**config.mk**
```make
export PLATFORM = sky130hd
export DESIGN_NAME = proc_run_ctrl
export DESIGN_NICKNAME = d
export VERILOG_FILES = /design/src/rtl/proc_run_ctrl.sv
export SDC_FILE = /design/constraint.sdc
export NUM_CORES = 1
export LEC_CHECK = 0
export CAP_MARGIN = 20
export CORE_ASPECT_RATIO = 1.25
export CORE_UTILIZATION = 55
export DETAILED_ROUTE_END_ITERATION = 8
export GPL_TIMING_DRIVEN = 0
export HOLD_SLACK_MARGIN = 0.08
export PLACE_DENSITY = 0.87
export SKIP_CTS_REPAIR_TIMING = 1
export SYNTH_ARGS = -nofsm -noshare
export SYNTH_HDL_FRONTEND = slang
export SYNTH_SLANG_ARGS = --single-unit
```
**constraint.sdc**
```tcl
create_clock -name p_clk -period 7.76 [get_ports p_clk]
set_clock_uncertainty 0.05 [all_clocks]
set_input_delay 1.164 -clock p_clk [delete_from_list [all_inputs] [get_ports p_clk]]
set_output_delay 1.164 -clock p_clk [all_outputs]
set_load 0.01 [all_outputs]
```
**src/rtl/proc_run_ctrl.sv**
```systemverilog
`default_nettype none
// +--------------------------------------------------------------------------+
// | Module : proc_run_ctrl                                                   |
// | Brief  : Bring-up run controller for the processor core. It holds the    |
// |          core in reset, lets it settle, then clock-enables it. While it   |
// |          runs it counts cycles and writebacks and folds the writeback     |
// |          data into a rotate-xor signature. The run ends on halt (PC       |
// |          stalled), budget timeout or abort, and results are held.         |
// | Ports  : p_clk/p_rst       clock, synchronous active-low reset            |
// |          i_start/i_abort   run control pulses                             |
// |          i_max_cycles      RUN-cycle budget (0 = unlimited)               |
// |          i_pc, i_wb_*      observed core PC and writeback bus             |
// |          o_core_rst_n/ce   core reset and clock-enable                    |
// |          o_busy/o_done     run phase flags                                |
// |          o_status          00 none, 01 halt, 10 timeout, 11 abort         |
// |          o_cycles/o_wb_count/o_signature  run results                     |
// | Rev    : 1.0  initial release                                            |
// +--------------------------------------------------------------------------+
module proc_run_ctrl #(
  parameter int PC_WIDTH      = 32,
  parameter int DWIDTH        = 32,
  parameter int RST_CYCLES    = 2,
  parameter int SETTLE_CYCLES = 1,
  parameter int HALT_CYCLES   = 4,
  parameter int CNT_WIDTH     = 16,
  parameter int SIG_WIDTH     = 32
) (
  input  logic                 p_clk,
  input  logic                 p_rst,
  input  logic                 i_start,
  input  logic                 i_abort,
  input  logic [CNT_WIDTH-1:0] i_max_cycles,
  input  logic [PC_WIDTH-1:0]  i_pc,
  input  logic                 i_wb_valid,
  input  logic [DWIDTH-1:0]    i_wb_data,
  output logic                 o_core_rst_n,
  output logic                 o_core_ce,
  output logic                 o_busy,
  output logic                 o_done,
  output logic [1:0]           o_status,
  output logic [CNT_WIDTH-1:0] o_cycles,
  output logic [CNT_WIDTH-1:0] o_wb_count,
  output logic [SIG_WIDTH-1:0] o_signature
);

  localparam int c_PH_MAX = (RST_CYCLES > SETTLE_CYCLES) ? RST_CYCLES : SETTLE_CYCLES;
  localparam int c_PH_W   = $clog2(c_PH_MAX + 1);
  localparam int c_HM_W   = $clog2(HALT_CYCLES + 1);

  localparam logic [1:0] c_ST_NONE    = 2'b00;
  localparam logic [1:0] c_ST_HALT    = 2'b01;
  localparam logic [1:0] c_ST_TIMEOUT = 2'b10;
  localparam logic [1:0] c_ST_ABORT   = 2'b11;

  typedef enum logic [2:0] {
    S_IDLE   = 3'd0,
    S_RESET  = 3'd1,
    S_SETTLE = 3'd2,
    S_RUN    = 3'd3,
    S_DONE   = 3'd4
  } state_t;

  state_t               r_state;
  logic [c_PH_W-1:0]    r_ph;
  logic [c_HM_W-1:0]    r_match;
  logic                 r_pc_valid;
  logic [PC_WIDTH-1:0]  r_prev_pc;
  logic [CNT_WIDTH-1:0] r_max;
  logic [CNT_WIDTH-1:0] r_cycles;
  logic [CNT_WIDTH-1:0] r_wb_count;
  logic [SIG_WIDTH-1:0] r_sig;
  logic [1:0]           r_status;
  logic                 r_core_rst_n;
  logic                 r_core_ce;
  logic                 r_busy;
  logic                 r_done;

  logic [SIG_WIDTH-1:0] w_wb_ext;
  logic                 w_cyc_sat;
  logic [CNT_WIDTH-1:0] w_cyc_inc;
  logic [CNT_WIDTH-1:0] w_wbc_inc;
  logic [SIG_WIDTH-1:0] w_sig_next;
  logic                 w_pc_same;
  logic                 w_halt;
  logic                 w_timeout;

  generate
    if (DWIDTH >= SIG_WIDTH) begin : g_wb_trunc
      assign w_wb_ext = i_wb_data[SIG_WIDTH-1:0];
    end else begin : g_wb_zext
      assign w_wb_ext = {{(SIG_WIDTH-DWIDTH){1'b0}}, i_wb_data};
    end
  endgenerate

  // Saturating increments: an all-ones counter stays put.
  assign w_cyc_sat  = &r_cycles;
  assign w_cyc_inc  = w_cyc_sat ? r_cycles : r_cycles + 1'b1;
  assign w_wbc_inc  = (&r_wb_count) ? r_wb_count : r_wb_count + 1'b1;
  assign w_sig_next = {r_sig[SIG_WIDTH-2:0], r_sig[SIG_WIDTH-1]} ^ w_wb_ext;

  // The very first RUN cycle has no previous PC, so r_pc_valid gates the compare.
  assign w_pc_same = r_pc_valid && (i_pc == r_prev_pc);
  assign w_halt    = w_pc_same && (r_match == c_HM_W'(HALT_CYCLES - 1));
  // A saturated cycle counter is not a fresh arrival at the budget.
  assign w_timeout = (r_max != '0) && !w_cyc_sat && (w_cyc_inc == r_max);

  always_ff @(posedge p_clk) begin
    if (!p_rst) begin
      r_state      <= S_IDLE;
      r_ph         <= '0;
      r_match      <= '0;
      r_pc_valid   <= 1'b0;
      r_prev_pc    <= '0;
      r_max        <= '0;
      r_cycles     <= '0;
      r_wb_count   <= '0;
      r_sig        <= '0;
      r_status     <= c_ST_NONE;
      r_core_rst_n <= 1'b0;
      r_core_ce    <= 1'b0;
      r_busy       <= 1'b0;
      r_done       <= 1'b0;
    end else begin
      case (r_state)
        S_IDLE, S_DONE: begin
          if (i_start) begin
            r_state      <= S_RESET;
            r_ph         <= '0;
            r_match      <= '0;
            r_pc_valid   <= 1'b0;
            r_max        <= i_max_cycles;
            r_cycles     <= '0;
            r_wb_count   <= '0;
            r_sig        <= '0;
            r_status     <= c_ST_NONE;
            r_core_rst_n <= 1'b0;
            r_core_ce    <= 1'b0;
            r_busy       <= 1'b1;
            r_done       <= 1'b0;
          end
        end

        S_RESET: begin
          if (i_abort) begin
            r_state      <= S_DONE;
            r_status     <= c_ST_ABORT;
            r_core_rst_n <= 1'b1;
            r_core_ce    <= 1'b0;
            r_busy       <= 1'b0;
            r_done       <= 1'b1;
          end else if (r_ph == c_PH_W'(RST_CYCLES - 1)) begin
            r_state      <= S_SETTLE;
            r_ph         <= '0;
            r_core_rst_n <= 1'b1;
          end else begin
            r_ph <= r_ph + 1'b1;
          end
        end

        S_SETTLE: begin
          if (i_abort) begin
            r_state      <= S_DONE;
            r_status     <= c_ST_ABORT;
            r_core_ce    <= 1'b0;
            r_busy       <= 1'b0;
            r_done       <= 1'b1;
          end else if (r_ph == c_PH_W'(SETTLE_CYCLES - 1)) begin
            r_state   <= S_RUN;
            r_ph      <= '0;
            r_core_ce <= 1'b1;
          end else begin
            r_ph <= r_ph + 1'b1;
          end
        end

        S_RUN: begin
          if (i_abort) begin
            // Abort freezes results as they stood before this cycle.
            r_state   <= S_DONE;
            r_status  <= c_ST_ABORT;
            r_core_ce <= 1'b0;
            r_busy    <= 1'b0;
            r_done    <= 1'b1;
          end else begin
            r_cycles   <= w_cyc_inc;
            r_prev_pc  <= i_pc;
            r_pc_valid <= 1'b1;
            r_match    <= w_pc_same ? r_match + 1'b1 : '0;
            if (i_wb_valid) begin
              r_wb_count <= w_wbc_inc;
              r_sig      <= w_sig_next;
            end
            if (w_halt || w_timeout) begin
              r_state   <= S_DONE;
              r_status  <= w_halt ? c_ST_HALT : c_ST_TIMEOUT;
              r_core_ce <= 1'b0;
              r_busy    <= 1'b0;
              r_done    <= 1'b1;
            end
          end
        end

        default: begin
          r_state      <= S_IDLE;
          r_core_rst_n <= 1'b0;
          r_core_ce    <= 1'b0;
          r_busy       <= 1'b0;
          r_done       <= 1'b0;
        end
      endcase
    end
  end

  assign o_core_rst_n = r_core_rst_n;
  assign o_core_ce    = r_core_ce;
  assign o_busy       = r_busy;
  assign o_done       = r_done;
  assign o_status     = r_status;
  assign o_cycles     = r_cycles;
  assign o_wb_count   = r_wb_count;
  assign o_signature  = r_sig;

endmodule
`default_nettype wire
```
# Word-level counts from Yosys, hierarchy flattened

Index checks and enable logic that the tools add are counted.

Register bits after elaboration: 127
Input bits: 85
Output and inout port bits: 70
Word-level logic and storage cells: 121

Add/subtract/negate cells: 4
Equality and inequality tests: 19
Mux-type cells: 53
Bitwise operators: 3
Reductions and logical operators: 28

Operators with widths:

| operator                                      | number |
|---|---|
| two-way mux 16 bit                            | 6 |
| two-way mux 32 bit                            | 3 |
| case mux 16 bit (2 select lines)              | 2 |
| case mux 32 bit (2 select lines)              | 1 |
| adder 16 x 1 -> 16 bit, second input constant | 2 |
| == test 32 bit                                | 1 |
| AND reduction 16 bit                          | 2 |
| XOR 32 bit                                    | 1 |
| two-way mux 3 bit                             | 10 |
| AND reduction 4 bit                           | 5 |
| two-way mux 2 bit                             | 9 |
| == test 16 bit                                | 1 |
| nonzero test 16 bit                           | 1 |
| != test 2 bit, second input constant          | 7 |
| two-way mux 1 bit                             | 13 |
| case mux 2 bit (3 select lines)               | 2 |
| case mux 3 bit (4 select lines)               | 1 |
| == test 3 x 2 -> 1 bit, second input constant | 3 |
| != test 3 bit, second input constant          | 3 |
| case mux 1 bit (3 select lines)               | 3 |
| AND reduction 3 bit                           | 3 |
| case mux 3 bit (2 select lines)               | 1 |
| nonzero test 3 bit                            | 2 |
| OR reduction 2 bit                            | 3 |
| other kinds (17)                              | 22 |

# Logic depth before layout (Yosys ltp)

Gate-level depths: netlist of run 1.

Word-level depth: 8
Gate-level depth with buffers: 11
Gate-level depth less buffers: 9

# Worst setup path after synthesis of run 1

No wires, ideal clock.

Path kind: input to register
Start point: in i_abort
End point: reg r_wb_count[9] (netlist: o_wb_count[9])
Library setup time: 0.072 ns
Data arrival time: 2.691 ns
Data required time: 7.638 ns
Path slack: 4.947 ns
Stages on the path: 6
Path buffers: 0
Cells stage by stage: nor3_1 -> nor2_1 -> a21oi_1 -> nand4_1 -> or4_1 -> a21oi_1

Longest elaborated chain between the ends: 2

Ends and longest elaborated chain:

| what                          | RTL line | RTL |
|---|---|---|
| start: declaration            | 31       | `input logic i_abort,` |
| != test 2 bit (no line)       | n/a      |  |
| AND reduction 5 bit (no line) | n/a      |  |
| end signal: assignment        | 190      | `r_wb_count <= w_wbc_inc;` |
| end: declaration              | 70       | `logic [CNT_WIDTH-1:0] r_wb_count;` |

Every way passes these cells.
A chain may end at the register's enable or synchronous reset.

# Final worst setup path of run 1

Same ends and word-level chain as after synthesis.

==> results of run 1 <==
[worst paths after layout]
path                                                 from                         end
worst min-delay path            r_prev_pc[8]$_SDFFE_PN0P_   r_prev_pc[8]$_SDFFE_PN0P_
worst max register to register   o_cycles[0]$_SDFFE_PN0P_         o_busy$_SDFFE_PN0P_
worst min register to register  r_prev_pc[8]$_SDFFE_PN0P_   r_prev_pc[8]$_SDFFE_PN0P_
worst max-delay path                              i_abort  o_wb_count[9]$_SDFFE_PN0P_
[cells in the mapped netlist, drive strengths merged (2+ instances only)]
cell | count | area, µm²
dfxtp | 127 | 2540
a21oi | 26 | 130
mux2i | 5 | 50.1
a22oi | 38 | 285
nor2b | 45 | 282
o21ai | 30 | 150
ha | 7 | 87.6
a31oi | 4 | 25.0
a21boi | 53 | 398
and3 | 8 | 50.1
buf | 13 | 104
xor2 | 48 | 420
o21a | 4 | 30.0
xnor2 | 45 | 402
clkbuf | 33 | 125
nor4 | 17 | 170
o31ai | 2 | 15.0
nand2 | 133 | 502
nor2 | 32 | 120
or4 | 3 | 22.5
nand4 | 21 | 165
or3 | 10 | 75.1
inv | 10 | 37.5
nor3 | 19 | 95.1
nand2b | 2 | 12.5
and2 | 12 | 76.3
o41ai | 2 | 17.5
nand3 | 22 | 120
a211oi | 5 | 47.5
o22ai | 5 | 37.5
and4 | 7 | 61.3
[worst max-delay path, stage by stage]
cell and delay (ps):
clkdlybuf4s50_1 500, nor3_1 400, nor2_1 270, a21oi_1 390
nand4_1 380, or4_1 510, a21oi_1 140
[area by class of cell]
| type | instances | area [µm²] |
|---|---|---|
| plain buffers | 47 | 238 |
| clock inverters | 13 | 138 |
| inverters | 10 | 37.5 |
| multi-input cells | 618 | 3980 |
| well taps | 164 | 205 |
| repair buffers | 153 | 1530 |
| fillers | 902 | 2980 |
| clock buffers | 19 | 453 |
| flip-flops and latches | 127 | 2540 |
[placed cells by master (no fill, tap or decap), types with 6 or more instances in the layout]
master / count
and3_1: 8
clkdlybuf4s50_1: 153
clkbuf_1: 32
a21oi_1: 26
a22oi_1: 38
nor2b_1: 45
nor3_1: 19
nor4_1: 11
and4_1: 7
or3_1: 6
nand2_1: 132
nand4_1: 17
dfxtp_1: 127
inv_1: 10
buf_6: 6
and2_1: 11
o21ai_0: 27
clkbuf_16: 17
xor2_1: 48
ha_1: 7
a21boi_0: 53
nor2_1: 32
nand3_1: 20
xnor2_1: 44
[logic make-up (layout without fill, tap and decap cells)]
family | Yosys count | count (layout) | share of synthesized area (%)
buf+inv | 57 | 242 | 4.05
mux | 5 | 5 | 0.736
flops | 127 | 127 | 37.4
simple gates | 335 | 335 | 26.2
xor+xnor | 93 | 93 | 12.1
compound gates | 177 | 177 | 18.1
fa+ha+maj | 8 | 8 | 1.44
[metal layers]
layer  vias to the layer above  routed length, µm  track usage, %  part of all wire, %
met2                       253               9430            52.4                   51
met1                      3045               7330            33.9                   40
met4                         0                591            13.1                  3.2
met5                         -                  0               0                    0
met3                        51               1020            6.23                  5.5
li1                       3156                  -               -                    -
[stage by stage]
stage / power (mW) / std cells / hold slack, ps / utilization (%) / setup slack [ps]
finish: 1.70 / 1151 / 423 / 75.4 / 4280
global route: 1.76 / 1151 / 448 / 75.4 / 4060
CTS: 1.71 / 1151 / 427 / 75.4 / 4330
detailed placement: 0.925 / 1119 / 414 / 70.5 / 3930
global placement: 0.922 / 1119 / 402 / 70.5 / 3990
floorplan: 0.824 / 802 / 405 / - / 4950
[sequential cells by signal, summed over array words and instances (netlist names)]
register      count
o_busy            1
o_core_ce         1
o_core_rst_n      1
o_cycles         16
o_done            1
o_signature      32
o_status          2
o_wb_count       16
r_match           3
r_max            16
r_pc_valid        1
r_ph              2
r_prev_pc        32
r_state           3
[power groups by stage]
stage	clock [mW]	combinational (mW)	sequential (mW)
after floorplan	0	0.124	0.700
after CTS	0.791	0.227	0.688
after global routing	0.823	0.250	0.690
final	0.787	0.229	0.689
after detailed placement	0	0.224	0.702
after global placement	0	0.221	0.701
==> results.txt, run 1 <==
Combinational power share -> 13.4%
Clk buf depth -> 2
Share of cells above drive strength 1 -> 6.79%
Slew Limit Fails -> 0
Crit end category -> register
Startpoint types -> input pin
GRT Total Usage -> 29.6%
Final instance area -> 9130 µm²
Netlist cell types -> 62
Core Rows -> 45
Lkg Pwr -> 3.19 nW
Starting Density -> 56.2%
Worst Reg-to-Reg Cells -> 11
Cell Area, Synth -> 6800 µm²
Max-Cap Viols -> 0
Residual DRC count -> 0
Final WL -> 18.4 mm
Vias -> 6505
Layout area overhead -> 34.2%
Seq cells post-synth -> 127
Worst hold path depth -> 2
R2r setup slk -> 4620 ps
Port Buffers -> 153
Clock latency at the later pin of the worst-skew pair -> 410 ps
Headroom to the max-slew limit -> 53.9%
Largest net degree at the start of global routing -> 17
Die width -> 101 µm
Post-synth top flop -> dfxtp_1
Core area -> 12100 µm²
Synthesized Nets -> 894
Synth Warn # -> 0
Clock power share -> 46.2%
Antenna-violating nets left -> 0
WS Path Type -> in -> reg
Die footprint -> 12800 µm²
Worst-Margin Slew -> 683 ps
Pwr/cell area -> 187 nW/µm²
Clock root buffer master -> clkbuf_16
Outcome -> complete, no violations
Sw power -> 0.437 mW
First-pass GRT wire length -> 29.8 mm
Register area share after synthesis -> 37.4%
Crit path max fanout -> 9
Vias per cell -> 5.65
Detailed Routing Iterations Pass 1 -> 6
CTS Sinks -> 127
Cells after Synth -> 802
CTS tree -> yes
CTS buffer count -> 17
Antenna cells -> 0
Internal Power -> 1.27 mW
H-tree depth -> 4
Overflow after GRT -> 0
Async set-reset flop share out of synthesis -> 0%
Placer Congestion -> 0.964
Worst vdd ir -> 0.168 mV
Clock period minus worst slack -> 3480 ps
Crit path DAT -> 3760 ps
EDFF count, synth -> 0
Fmax -> 288 MHz
# setup viols final -> 0
DP HPWL -> 13.2 mm
Switching Share -> 25.6%
WP data required -> 8050 ps
Worst hold path type -> reg -> reg
Fin. Hold Viols -> 0
WL per Instance -> 16.0 µm
Flop pwr share -> 40.4%
Die height -> 126 µm
Clk slew on worst S/H paths -> 60 ps
Fin nets -> 1066
I/O Pins -> 155
Initial antenna violation count -> 0
Setup total negative slack -> 0 ps
Drt first-iter violations -> 431
DP Area -> 8540 µm²
Vias in the first global route -> 6221
Avg Cell Area, Syn -> 8.48 µm²
Tcrit/Tclk final -> 44.8%
RSZ-0062 raised after global routing -> no
Power figures use the tool's default switching activity.
==> run 2: changes to the inputs <==
CORE_UTILIZATION = 51   (was 55)
PLACE_DENSITY = 0.82   (was 0.87)
clock period = 3.4 ns   (was 7.76 ns; I/O delays follow)
==> run 2 against run 1 <==
  * Utilization decreased by 3.9 points
  * Combinational power grew 130%
  * Sequential cell count is the same
  * Largest power group unchanged
  * Register-to-register slack got worse by 4400 ps
  * Critical path depth up 4
  * Largest cell class unchanged
  * Sequential share of layout area shrank 0.16 points
  * Clock power up 150%
==> results.txt, run 2 (synthesized netlist as in run 1, its figures left out) <==
Outcome -> complete, no violations
First-pass GRT wire length -> 30.7 mm (+3.2%)
Core area -> 12800 µm² (+6.0%)
Clock period minus worst slack -> 3220 ps
Crit path DAT -> 3520 ps (-240 ps)
Lkg Pwr -> 3.21 nW (+0.72%)
Die footprint -> 13800 µm² (+7.7%)
Fin nets -> 1066 (unchanged)
Clk buf depth -> 2 (unchanged)
Vias in the first global route -> 6425 (+3.3%)
Placer Congestion -> 0.918 (-4.7%)
Die height -> 131 µm (+3.8%)
Starting Density -> 53.0% (-3.2 points)
Vias -> 6448 (-0.88%)
Fin. Hold Viols -> 0 (unchanged)
Initial antenna violation count -> 0 (unchanged)
CP max stage delay -> 580 ps (+70 ps)
GRT Total Usage -> 27.8% (-1.9 points)
Antenna-violating nets left -> 0 (unchanged)
I/O Pins -> 155 (unchanged)
Post-Place Cells -> 1123 (+0.36%)
CP cell instances -> ha_1 -> buf_6 -> nand4_2 -> buf_6 -> nor4_1 -> mux2i_1 -> xor2_1 -> and4_1 -> nand4_1 -> a21oi_1 -> mux2i_1
# setup viols final -> 0 (unchanged)
Setup total negative slack -> 0 ps (unchanged)
Clock root buffer master -> clkbuf_16
Antenna cells -> 0 (unchanged)
Port Buffers -> 153 (unchanged)
CTS buffer count -> 17 (unchanged)
WL per Instance -> 16.0 µm (+0.26%)
WS Path Type -> reg -> reg
Non-filler cells, final -> 1155 (+0.35%)
Max-Cap Viols -> 0 (unchanged)
Drt first-iter violations -> 355 (-18%)
Crit end category -> register
Residual DRC count -> 0 (unchanged)
Tcrit/Tclk final -> 94.8%
Core Rows -> 46 (+2.2%)
Worst vdd ir -> 0.305 mV (+82%)
CTS Sinks -> 127 (unchanged)
Commonest non-fill, non-tap cell in the layout -> clkdlybuf4s50_1
Most frequent cells in the layout -> clkdlybuf4s50_1, nand2_1, dfxtp_1, a21boi_0, xor2_1
Slew Limit Fails -> 0 (unchanged)
Vias per cell -> 5.58 (-1.2%)
Clk slew on worst S/H paths -> 60 ps (about the same)
Layout area overhead -> 35.0%
Detailed Routing Iterations Pass 1 -> 5 (-1)
Worst-Margin Slew -> 668 ps (-15.3 ps)
Hold slack -> 423 ps (+0.140 ps)
Worst hold path type -> reg -> reg
CTS tree -> yes
Headroom to the max-slew limit -> 54.9% (+1.0 points)
Die width -> 105 µm (+3.8%)
Share of cells above drive strength 1 -> 6.69% (-0.10 points)
Fmax -> 310 MHz
WP data required -> 3690 ps (-4360 ps)
Crit path max fanout -> 10 (+1)
H-tree depth -> 4 (unchanged)
Final WL -> 18.5 mm (+0.60%)
Pwr/cell area -> 440 nW/µm² (+140%)
RSZ-0062 raised after global routing -> no
DP HPWL -> 13.5 mm (+2.6%)
Overflow after GRT -> 0 (unchanged)
Largest net degree at the start of global routing -> 17 (unchanged)
Slowest cell on crit path -> dfxtp_1
Clock latency at the later pin of the worst-skew pair -> 420 ps (about the same)
Startpoint types -> register
[run 2: cell types whose count changed in the layout (fill, tap and decap cells not counted), sizes merged]
cell / delta
bufinv: +2
clkbuf: +1
clkinv: -2
clkinvlp: -1
[run 2: worst max-delay path, delay by kind of cell, from the launching register on]
family	cells	cell delay [ps]
AND/OR/NAND/NOR	4	1040
flip-flops	1	580
multiplexers	2	520
buffers and inverters	2	320
adder cells (fa/ha/maj)	1	240
AO/OA/AOI/OAI	1	240
XOR/XNOR	1	160
[run 2: power breakdown]
group / internal, mW / total [mW] / leakage [nW] / switching [mW]
sequential: 1.53 / 1.57 / 1.03 / 0.0403
clock: 1.27 / 1.95 / 0.309 / 0.680
combinational: 0.246 / 0.520 / 1.88 / 0.274
[run 2: per-stage QoR]
| step | total power [mW] | instance area, µm² | setup WS [ps] | util, % |
|---|---|---|---|---|
| floorplan | 1.88 | 6800 | 708 | - |
| global placement | 2.11 | 8540 | 270 | 66.6 |
| detailed placement | 2.11 | 8540 | 254 | 66.6 |
| CTS | 4.05 | 9180 | 216 | 71.5 |
| global route | 4.18 | 9180 | 42.0 | 71.5 |
| finish | 4.04 | 9180 | 177 | 71.5 |
[run 2: final timing paths]
| kind | start | end | slack (ps) | cells after the start |
|---|---|---|---|---|
| setup / recovery | o_cycles[0]$_SDFFE_PN0P_ | r_state[2]$_SDFFE_PN0P_ | 180 | 11 |
| hold / removal | r_prev_pc[21]$_SDFFE_PN0P_ | r_prev_pc[21]$_SDFFE_PN0P_ | 420 | 2 |
| setup reg to reg | o_cycles[0]$_SDFFE_PN0P_ | r_state[2]$_SDFFE_PN0P_ | 180 | 11 |
| hold reg to reg | r_prev_pc[21]$_SDFFE_PN0P_ | r_prev_pc[21]$_SDFFE_PN0P_ | 420 | 2 |
[run 2: area by class of cell]
class	count	area [µm²]
timing repair buffer	153	1530
multi-input combinational	618	3980
clock buffer	20	457
tap	168	210
fill	1001	3650
inverter	10	37.5
clock inverter	12	183
buffer	47	238
sequential	127	2540
[run 2: metal layers]
metal / vias up / GRT usage [%] / wire length, µm
li1: 3155 / - / -
met1: 3015 / 30.6 / 7270
met2: 219 / 48.6 / 9350
met3: 59 / 7.04 / 1060
met4: 0 / 14.5 / 795
met5: - / 0 / 0
==> run 3: changes to the inputs <==
clock period = 3.55 ns   (was 3.4 ns; I/O delays follow)
==> results of run 3 <==
The final DEF is identical to that of run 2. Status: complete, no violations.
Among the figures that moved: setup slack after placement 254 ps -> 393 ps; setup slack after layout 177 ps -> 327 ps; register-to-register setup slack 180 ps -> 330 ps; total power 4.04 mW -> 3.87 mW; worst IR drop on VDD 0.305 mV -> 0.292 mV
